`src/rtl/sdram_arbiter.sv`:
```
// sdram_arbiter: round-robin arbiter placing NUM_PORTS requesters onto one
// SDRAM core command port, with one transaction outstanding at a time.
//
// Ports
//   clk, rst              clock, asynchronous active-high reset
//   req_rd[NUM_PORTS]     per-port read request
//   req_wr[NUM_PORTS*BE]  per-port write byte enables (any bit set = write)
//   req_addr, req_wdata   per-port address / write data, packed by port
//   req_accept            one-hot: granted command taken by the core
//   req_ack, req_error    one-hot completion pulse / failure flag
//   req_rdata             read data, non-zero only in the ack cycle of a read
//   core_rd/wr/addr/wdata command to the core (zero outside ISSUE)
//   core_accept/ack/error/rdata  core handshake and response
//   grant_valid, grant_id current owner while in ISSUE or WAIT
module sdram_arbiter #(
   parameter int NUM_PORTS      = 3,
   parameter int ADDR_WIDTH     = 24,
   parameter int DATA_WIDTH     = 32,
   parameter int TIMEOUT_CYCLES = 64
) (
   input  logic                             clk,
   input  logic                             rst,
   input  logic [NUM_PORTS-1:0]             req_rd,
   input  logic [NUM_PORTS*DATA_WIDTH/8-1:0] req_wr,
   input  logic [NUM_PORTS*ADDR_WIDTH-1:0]  req_addr,
   input  logic [NUM_PORTS*DATA_WIDTH-1:0]  req_wdata,
   output logic [NUM_PORTS-1:0]             req_accept,
   output logic [NUM_PORTS-1:0]             req_ack,
   output logic [NUM_PORTS-1:0]             req_error,
   output logic [DATA_WIDTH-1:0]            req_rdata,
   output logic                             core_rd,
   output logic [DATA_WIDTH/8-1:0]          core_wr,
   output logic [ADDR_WIDTH-1:0]            core_addr,
   output logic [DATA_WIDTH-1:0]            core_wdata,
   input  logic                             core_accept,
   input  logic                             core_ack,
   input  logic                             core_error,
   input  logic [DATA_WIDTH-1:0]            core_rdata,
   output logic                             grant_valid,
   output logic [1:0]                       grant_id
);

   localparam int unsigned BE = DATA_WIDTH / 8;
   localparam int unsigned NP = NUM_PORTS;
   localparam int unsigned CW = (TIMEOUT_CYCLES > 1) ? $clog2(TIMEOUT_CYCLES) : 1;
   localparam logic [CW-1:0] CNT_TERM = CW'(TIMEOUT_CYCLES - 1);
   localparam logic [1:0] LAST_RST = 2'(NUM_PORTS - 1);

   typedef enum logic [1:0] {S_IDLE, S_ISSUE, S_WAIT} state_t;

   state_t        state, state_nx;
   logic [1:0]    grant, grant_nx;
   logic [1:0]    last_grant, last_grant_nx;
   logic [CW-1:0] cnt, cnt_nx;
   logic          is_rd, is_rd_nx;

   logic [NP-1:0]         port_req;
   logic                  g_req, g_rd;
   logic [BE-1:0]         g_wr;
   logic [ADDR_WIDTH-1:0] g_addr;
   logic [DATA_WIDTH-1:0] g_wdata;
   logic [1:0]            pick;
   logic                  found;
   int unsigned           idx;

   // Request decode and granted-port mux.
   always_comb begin
      g_req   = 1'b0;
      g_rd    = 1'b0;
      g_wr    = '0;
      g_addr  = '0;
      g_wdata = '0;
      for (int unsigned i = 0; i < NP; i++) begin
         port_req[i] = req_rd[i] | (|req_wr[i*BE +: BE]);
         if (grant == 2'(i)) begin
            g_req   = port_req[i];
            g_rd    = req_rd[i];
            g_wr    = req_wr[i*BE +: BE];
            g_addr  = req_addr[i*ADDR_WIDTH +: ADDR_WIDTH];
            g_wdata = req_wdata[i*DATA_WIDTH +: DATA_WIDTH];
         end
      end
   end

   // Round robin: first requester at or after last_grant+1, wrapping.
   always_comb begin
      found = 1'b0;
      pick  = '0;
      idx   = 0;
      for (int unsigned k = 1; k <= NP; k++) begin
         idx = (32'(last_grant) + k) % NP;
         if (!found && port_req[idx]) begin
            found = 1'b1;
            pick  = idx[1:0];
         end
      end
   end

   always_ff @(posedge clk or posedge rst) begin
      if (rst) begin
         state      <= S_IDLE;
         grant      <= '0;
         last_grant <= LAST_RST;
         cnt        <= '0;
         is_rd      <= 1'b0;
      end else begin
         state      <= state_nx;
         grant      <= grant_nx;
         last_grant <= last_grant_nx;
         cnt        <= cnt_nx;
         is_rd      <= is_rd_nx;
      end
   end

   always_comb begin
      state_nx      = state;
      grant_nx      = grant;
      last_grant_nx = last_grant;
      cnt_nx        = cnt;
      is_rd_nx      = is_rd;
      req_accept    = '0;
      req_ack       = '0;
      req_error     = '0;
      req_rdata     = '0;
      core_rd       = 1'b0;
      core_wr       = '0;
      core_addr     = '0;
      core_wdata    = '0;
      grant_valid   = 1'b0;
      grant_id      = '0;
      unique case (state)
         S_IDLE: begin
            if (found) begin
               grant_nx = pick;
               state_nx = S_ISSUE;
            end
         end
         S_ISSUE: begin
            grant_valid = 1'b1;
            grant_id    = grant;
            core_rd     = g_rd;
            core_wr     = g_rd ? '0 : g_wr;
            core_addr   = g_addr;
            core_wdata  = g_wdata;
            // A withdrawn request abandons the grant without touching last_grant.
            if (!g_req) begin
               state_nx = S_IDLE;
            end else if (core_accept) begin
               req_accept = NP'(1) << grant;
               cnt_nx     = '0;
               is_rd_nx   = g_rd;
               state_nx   = S_WAIT;
            end
         end
         S_WAIT: begin
            grant_valid = 1'b1;
            grant_id    = grant;
            cnt_nx      = cnt + 1'b1;
            if (core_ack) begin
               req_ack       = NP'(1) << grant;
               req_error     = core_error ? (NP'(1) << grant) : '0;
               req_rdata     = is_rd ? core_rdata : '0;
               last_grant_nx = grant;
               state_nx      = S_IDLE;
            end else if (cnt == CNT_TERM) begin
               req_ack       = NP'(1) << grant;
               req_error     = NP'(1) << grant;
               last_grant_nx = grant;
               state_nx      = S_IDLE;
            end
         end
         default: state_nx = S_IDLE;
      endcase
   end

endmodule

```
`config.mk`:
```
export PLATFORM = sky130hd
export DESIGN_NAME = sdram_arbiter
export DESIGN_NICKNAME = d
export VERILOG_FILES = /design/src/rtl/sdram_arbiter.sv
export SDC_FILE = /design/constraint.sdc
export NUM_CORES = 1
export LEC_CHECK = 0
export CAP_MARGIN = 20
export CORE_AREA = 2 2 127 129
export DETAILED_ROUTE_END_ITERATION = 12
export DIE_AREA = 0 0 129 131
export GPL_ROUTABILITY_DRIVEN = 0
export GPL_TIMING_DRIVEN = 1
export SLEW_MARGIN = 20
export SYNTH_ARGS = -nofsm -noshare
export SYNTH_HDL_FRONTEND = slang
export SYNTH_SLANG_ARGS = --single-unit
```
`constraint.sdc`:
```
create_clock -name clk -period 3.7 [get_ports clk]
set_clock_uncertainty 0.05 [all_clocks]
set_input_delay 0.74 -clock clk [delete_from_list [all_inputs] [get_ports clk]]
set_output_delay 0.74 -clock clk [all_outputs]
set_load 0.05 [all_outputs]
```
==> results of run 1 <==
==> synthesized netlist by cell type, types with 4 or more instances <==
cell type	number	share of area
nor2_1	76	0.094
a21oi_1	61	0.10
mux2i_1	61	0.20
nor2b_1	57	0.12
and2_1	37	0.076
clkbuf_1	19	0.023
nand2_1	13	0.016
dfrtp_1	12	0.099
buf_1	11	0.014
inv_1	10	0.012
ha_1	8	0.033
nor3_1	8	0.013
and3_1	7	0.014
a31oi_1	5	0.010
nand3_1	5	0.0082
o21ai_0	5	0.0082
a211oi_1	4	0.0099
a21boi_0	4	0.0099
==> routing by layer <==
metal / global-route usage / vias to the layer above / wire [um]
met2: 0.317 / 233 / 8020
met3: 0.0521 / 14 / 1630
met4: 0.0313 / 0 / 184
met1: 0.185 / 2015 / 5500
met5: 0 / - / 0
li1: - / 2159 / -
==> state kept, by name (all words and copies together) (netlist names) <==
| signal | cells |
|---|---|
| cnt | 6 |
| grant | 2 |
| last_grant | 2 |
| state | 2 |
| is_rd | 1 |
==> tightest hold or removal path: cells and delay by family (launching register included) <==
| family | cells | cell delay, ns |
|---|---|---|
| AO/OA/AOI/OAI | 1 | 0.07 |
| AND/OR/NAND/NOR | 1 | 0.05 |
| flip-flops | 1 | 0.38 |
==> kinds of logic after synthesis <==
| kind of cell | after synthesis |
|---|---|
| compound gates | 106 |
| fa+ha+maj | 8 |
| buf+inv | 44 |
| flops | 13 |
| mux | 63 |
| simple gates | 212 |
==> layout make-up <==
class | instances | area [um^2] | share of cell area
repair buffers | 334 | 4210 | 0.564
multi-input cells | 389 | 2530 | 0.339
flip-flops and latches | 13 | 332 | 0.0445
well taps | 216 | 270 | 0.0362
clock buffers | 4 | 78.8 | 0.0106
inverters | 10 | 37.5 | 0.00503
==> power by group through the flow <==
stage               sequential, W  combinational [W]  clock, W
finish                   0.000283            0.00500  0.000210
global route             0.000292            0.00530  0.000221
CTS                      0.000283            0.00505  0.000212
detailed placement       0.000284            0.00504         0
global placement         0.000281            0.00499         0
floorplan                0.000224            0.00294         0
==> worst max-delay path by stage <==
| stage | endpoint | cells after the start | slack, ns |
|---|---|---|---|
| after CTS | req_accept[0] | 7 | 0.24 |
| after global placement | req_accept[0] | 7 | 0.28 |
| after detailed placement | req_accept[0] | 7 | 0.25 |
| after global routing | req_accept[0] | 7 | 0.11 |
| final | req_accept[0] | 7 | 0.25 |
| after floorplan | req_accept[0] | 5 | 0.31 |
==> per-stage QoR <==
step                      cell area, um^2   util
after detailed placement             7380  0.473
after global routing                 7460  0.478
after floorplan                      3040      -
after CTS                            7460  0.478
after global placement               7380  0.473
final                                7460  0.478
==> results.tsv, run 1 <==
metric	value	unit
status	complete, no violations	
Hold Crit Endpoint	last_grant[1]	
worst skew pair latency	0.24	ns
crit-path max cell delay	0.51	ns
crit path DAT	2.66	ns
slowest CP cell	clkdlybuf4s50_1	
via count	4421	
Worst R2R Setup Slack	1.29	ns
xor-xnor portion of the synthesized cell area	0	
Std-Cell Rows	46	
Final Setup Violations	0	
P per Cell Area	737	mW/mm^2
CTS tree	yes	
Clock Tree Buf Depth	2	
TritonRoute pass-1 iters	4	
syn_area_per_cell	6.81	um^2
CP max FO	4	
drt total wl	15.3	mm
# DRC	0	
layout cells sized above 1	0.169	
IO Pins	325	
Initial Utilization	0.195	
CTS Buf Count	3	
worst hold path depth	2	
P&R area growth vs syn	146	%
Post-CTS Resized	0	
n_diodes	0	
worst setup margin	0.247	ns
crit path launch	req_rd[0]	
min-delay src	last_grant[1]	
Congestion Overflow GR	0	
Synth Area in Simple Gates	0.361	
Max Cap Violations	0	
EDFF count, synth	0	
P_sw	0.00293	W
Primary FF master, synth	dfrtp_1	
most common cell after layout, fill and taps aside	clkdlybuf4s50_1	
worst path required time	2.91	ns
Core Region	0.0156	mm^2
largest family of logic cells by synthesized area	simple AND/OR/NAND/NOR gates	
die area	0.0169	mm^2
startpoint types	input pin	
register area share after synthesis	0.108	
Comb power frac	0.910	
Hold Vio Cnt, Final	0	
number of global-route vias before repair	4341	
Clock Tree Root	clkbuf_16	
relative slew slack	0.568	
Die X	129	um
Compound-Gate Fraction of Synth Area	0.227	
adder-cell share of the synthesized area	0.0330	
Bufs and invs on worst path	2	
Placed Cells incl. Taps	962	
Final nets	979	
maximum VDD drop	0.000414	V
number of synthesized register bits	13	
initial antenna violation count	0	
drt wl/cell	15.9	um
final worst path period share	0.933	
post-route setup TNS	0	ns
Crit path max-delay family	simple AND/OR/NAND/NOR gates	
global-route wire length before repair	22.6	mm
total power	0.00549	W
most frequent cells in the layout	225 x clkdlybuf4s50_1, 91 x buf_12, 75 x nor2_1, 61 x a21oi_1, 61 x mux2i_1	
initial drt markers	160	
Hold/Removal Path Class	flop to flop	
Place WS	0.249	ns
switching share of total power	0.534	
Post-CTS Setup Bufs	0	
clk slew on worst S/H paths	0.05	ns
H-tree depth	1	
Non-Filler Instances	966	
cell mode on critical path	nor3_1	
Final Max Slew Viols	0	
type of element capturing the critical path	output pin	
Int Pwr	0.00256	W
Hold WS	0.464	ns
ys async rst share	1.00	
Flop pwr share	0.052	
CTS Sinks	13	
worst reg2reg path endpoint	cnt[4]	
Hold-fix buffers, CTS	0	
largest net degree at the start of global routing	42	
syn nets	674	
vias per inst	4.58	
worst-margin pin slew	0.648	ns
leak pwr	3.05	nW
Crit Path Class	input pin to output pin	
clock share of power	0.038	
mux contribution to synthesized area	0.208	
final HPWL from detailed placement	12.8	mm
# port buffers	324	
total track usage	0.167	
RR Startpoint	grant[1]	
Detail Route Antenna Nets	0	
FF-to-FF path depth	5	
Synthesis Warnings	0	
minimum clock period	3.45	ns
synthesized area	0.00304	mm^2
Gate Count Post-Synth	446	
fill count	1493	
post-synth cell types	53	
critical-path cell list	clkdlybuf4s50_1 > nor3_1 > and3_1 > o32ai_1 > nand3_1 > nor3_1 > buf_12	
Die Y	131	um
unrepaired setup endpoints after global routing	false	
f_max	290	MHz
Power figures use the tool's default switching activity.
==> run 2: changes to the inputs <==
--- a/config.mk
+++ b/config.mk
@@ -6,9 +6,9 @@
 export NUM_CORES = 1
 export LEC_CHECK = 0
 export CAP_MARGIN = 20
-export CORE_AREA = 2 2 127 129
+export CORE_AREA = 2 2 125 127
 export DETAILED_ROUTE_END_ITERATION = 12
-export DIE_AREA = 0 0 129 131
+export DIE_AREA = 0 0 127 129
 export GPL_ROUTABILITY_DRIVEN = 0
 export GPL_TIMING_DRIVEN = 1
 export SLEW_MARGIN = 20
==> constraint.sdc (replaced) <==
create_clock -name clk -period 2.92 [get_ports clk]
set_clock_uncertainty 0.05 [all_clocks]
set_input_delay 0.584 -clock clk [delete_from_list [all_inputs] [get_ports clk]]
set_output_delay 0.584 -clock clk [all_outputs]
set_load 0.05 [all_outputs]
==> results.tsv, run 2 (same netlist as run 1, synthesis figures left out) <==
metric	value	unit	change
status	complete, no violations		unchanged
fill count	1386		was 1493
Top reg by flops	cnt		unchanged
Final Max Slew Viols	0		unchanged
Worst R2R Setup Slack	0.64	ns	was 1.29 ns
Detail Route Antenna Nets	0		unchanged
leak pwr	3.19	nW	was 3.05 nW
initial antenna violation count	2		was 0
Max Cap Violations	0		unchanged
Hold WS	0.449	ns	was 0.464 ns
via count	4517		was 4421
vias per inst	4.74		was 4.58
maximum VDD drop	0.000610	V	was 0.000414 V
Placed Area	0.00756	mm^2	was 0.00738 mm^2
Die Y	129	um	was 131 um
P&R area growth vs syn	154	%	was 146%
layout cells sized above 1	0.198		was 0.169
TritonRoute pass-1 iters	4		unchanged
RR Startpoint	grant[0]		was grant[1]
IO Pins	325		unchanged
Place WS	-0.146	ns	was 0.249 ns
Final nets	992		was 979
Std-Cell Rows	45		was 46
worst-margin pin slew	0.622	ns	was 0.648 ns
Hold/Removal Path Class	flop to flop		unchanged
Reg area	332	um^2	unchanged
startpoint types	input pin		unchanged
CTS Buf Count	3		unchanged
# DRC	0		unchanged
CP max FO	4		unchanged
crit path launch	req_rd[0]		unchanged
drt total wl	16.5	mm	was 15.3 mm
number of global-route vias before repair	4497		was 4341
Core Region	0.0150	mm^2	was 0.0156 mm^2
Congestion Overflow GR	0		unchanged
max reg flops	6		unchanged
minimum clock period	2.80	ns	
unrepaired setup endpoints after global routing	false		unchanged
die area	0.0164	mm^2	was 0.0169 mm^2
crit path DAT	2.17	ns	was 2.66 ns
worst setup margin	0.120	ns	was 0.247 ns
worst skew pair latency	0.25	ns	was 0.24 ns
Clock Tree Buf Depth	2		unchanged
Placed Cells incl. Taps	945		was 962
worst path required time	2.29	ns	was 2.91 ns
fin area	0.00773	mm^2	was 0.00746 mm^2
initial drt markers	219		was 160
global-route wire length before repair	24.4	mm	was 22.6 mm
CTS tree	yes		unchanged
Hold-fix buffers, CTS	0		unchanged
relative slew slack	0.583		was 0.568
f_max	357	MHz	
H-tree depth	1		unchanged
Non-Filler Instances	952		was 966
Multi-input gate area	0.00259	mm^2	was 0.00253 mm^2
most common cell after layout, fill and taps aside	clkdlybuf4s50_1		unchanged
largest net degree at the start of global routing	39		was 42
final worst path period share	0.959		
final HPWL from detailed placement	13.9	mm	was 12.8 mm
clk slew on worst S/H paths	0.05	ns	about the same
FF-to-FF path depth	5		unchanged
Final Setup Violations	0		unchanged
Worst Setup EP	core_wr[0]		was req_accept[0]
total track usage	0.188		was 0.167
drt wl/cell	17.4	um	was 15.9 um
Crit Path Class	input pin to output pin		unchanged
# port buffers	324		unchanged
Clock Tree Root	clkbuf_16		unchanged
Die X	127	um	was 129 um
Initial Utilization	0.203		was 0.195
P per Cell Area	932	mW/mm^2	was 737 mW/mm^2
min-delay src	is_rd		was last_grant[1]
worst reg2reg path endpoint	cnt[4]		unchanged
CTS Sinks	13		unchanged
type of element capturing the critical path	output pin		unchanged
most frequent cells in the layout	217 x clkdlybuf4s50_1, 101 x buf_12, 72 x nor2_1, 61 x a21oi_1, 61 x mux2i_1		was 225 x clkdlybuf4s50_1, 91 x buf_12, 75 x nor2_1, 61 x a21oi_1, 61 x mux2i_1
Hold Vio Cnt, Final	0		unchanged
run 2: stage by stage:
step,power [W],utilization,setup TNS [ns]
detailed placement,0.00691,0.505,-0.434
global placement,0.00685,0.505,-0.410
floorplan,0.00401,-,0
finish,0.00720,0.516,0
global route,0.00757,0.516,0
CTS,0.00721,0.512,0
run 2: worst min path at each step:
stage | end | slack, ns | cells after the start
2_1_floorplan | cnt[0] | 0.41 | 1
3_3_place_gp | is_rd | 0.44 | 1
3_5_place_dp | is_rd | 0.44 | 1
4_1_cts | is_rd | 0.45 | 1
5_1_grt | is_rd | 0.49 | 1
6_report | is_rd | 0.45 | 1
run 2: worst max-delay path, cell delays in order:
cell and delay [ns]:
clkdlybuf4s50_1 0.44, mux2i_1 0.23, o22ai_1 0.14, nand2b_1 0.28, nor2_1 0.30, buf_12 0.18
run 2: report_power, final:
part           internal [W]  total (W)  leakage (nW)  switching (W)
combinational       0.00293    0.00657          2.99        0.00364
sequential         0.000254   0.000366         0.166       0.000112
clock              0.000185   0.000264        0.0382      0.0000796
total               0.00336    0.00720          3.19        0.00383
run 2: repair_timing:
action | in CTS | in global routing
buffers inserted | 0 | 2
resized for setup | 8 | 8
setup endpoints to repair | 3 | 20
pin swaps | 3 | 5
run 2: per-layer routing:
layer	wire length [um]	up-vias	track usage
met4	393	2	0.0556
met1	5910	2065	0.199
met3	1660	28	0.0636
li1	-	2188	-
met2	8540	234	0.355
met5	13	-	0
run 2: cell type report:
cell class | count | area share
Antenna cell | 1 | 0.000324
Clock buffer | 4 | 0.0102
Sequential cell | 13 | 0.0429
Timing Repair Buffer | 347 | 0.576
Multi-Input combinational cell | 389 | 0.335
Tap cell | 188 | 0.0304
Inverter | 10 | 0.00486
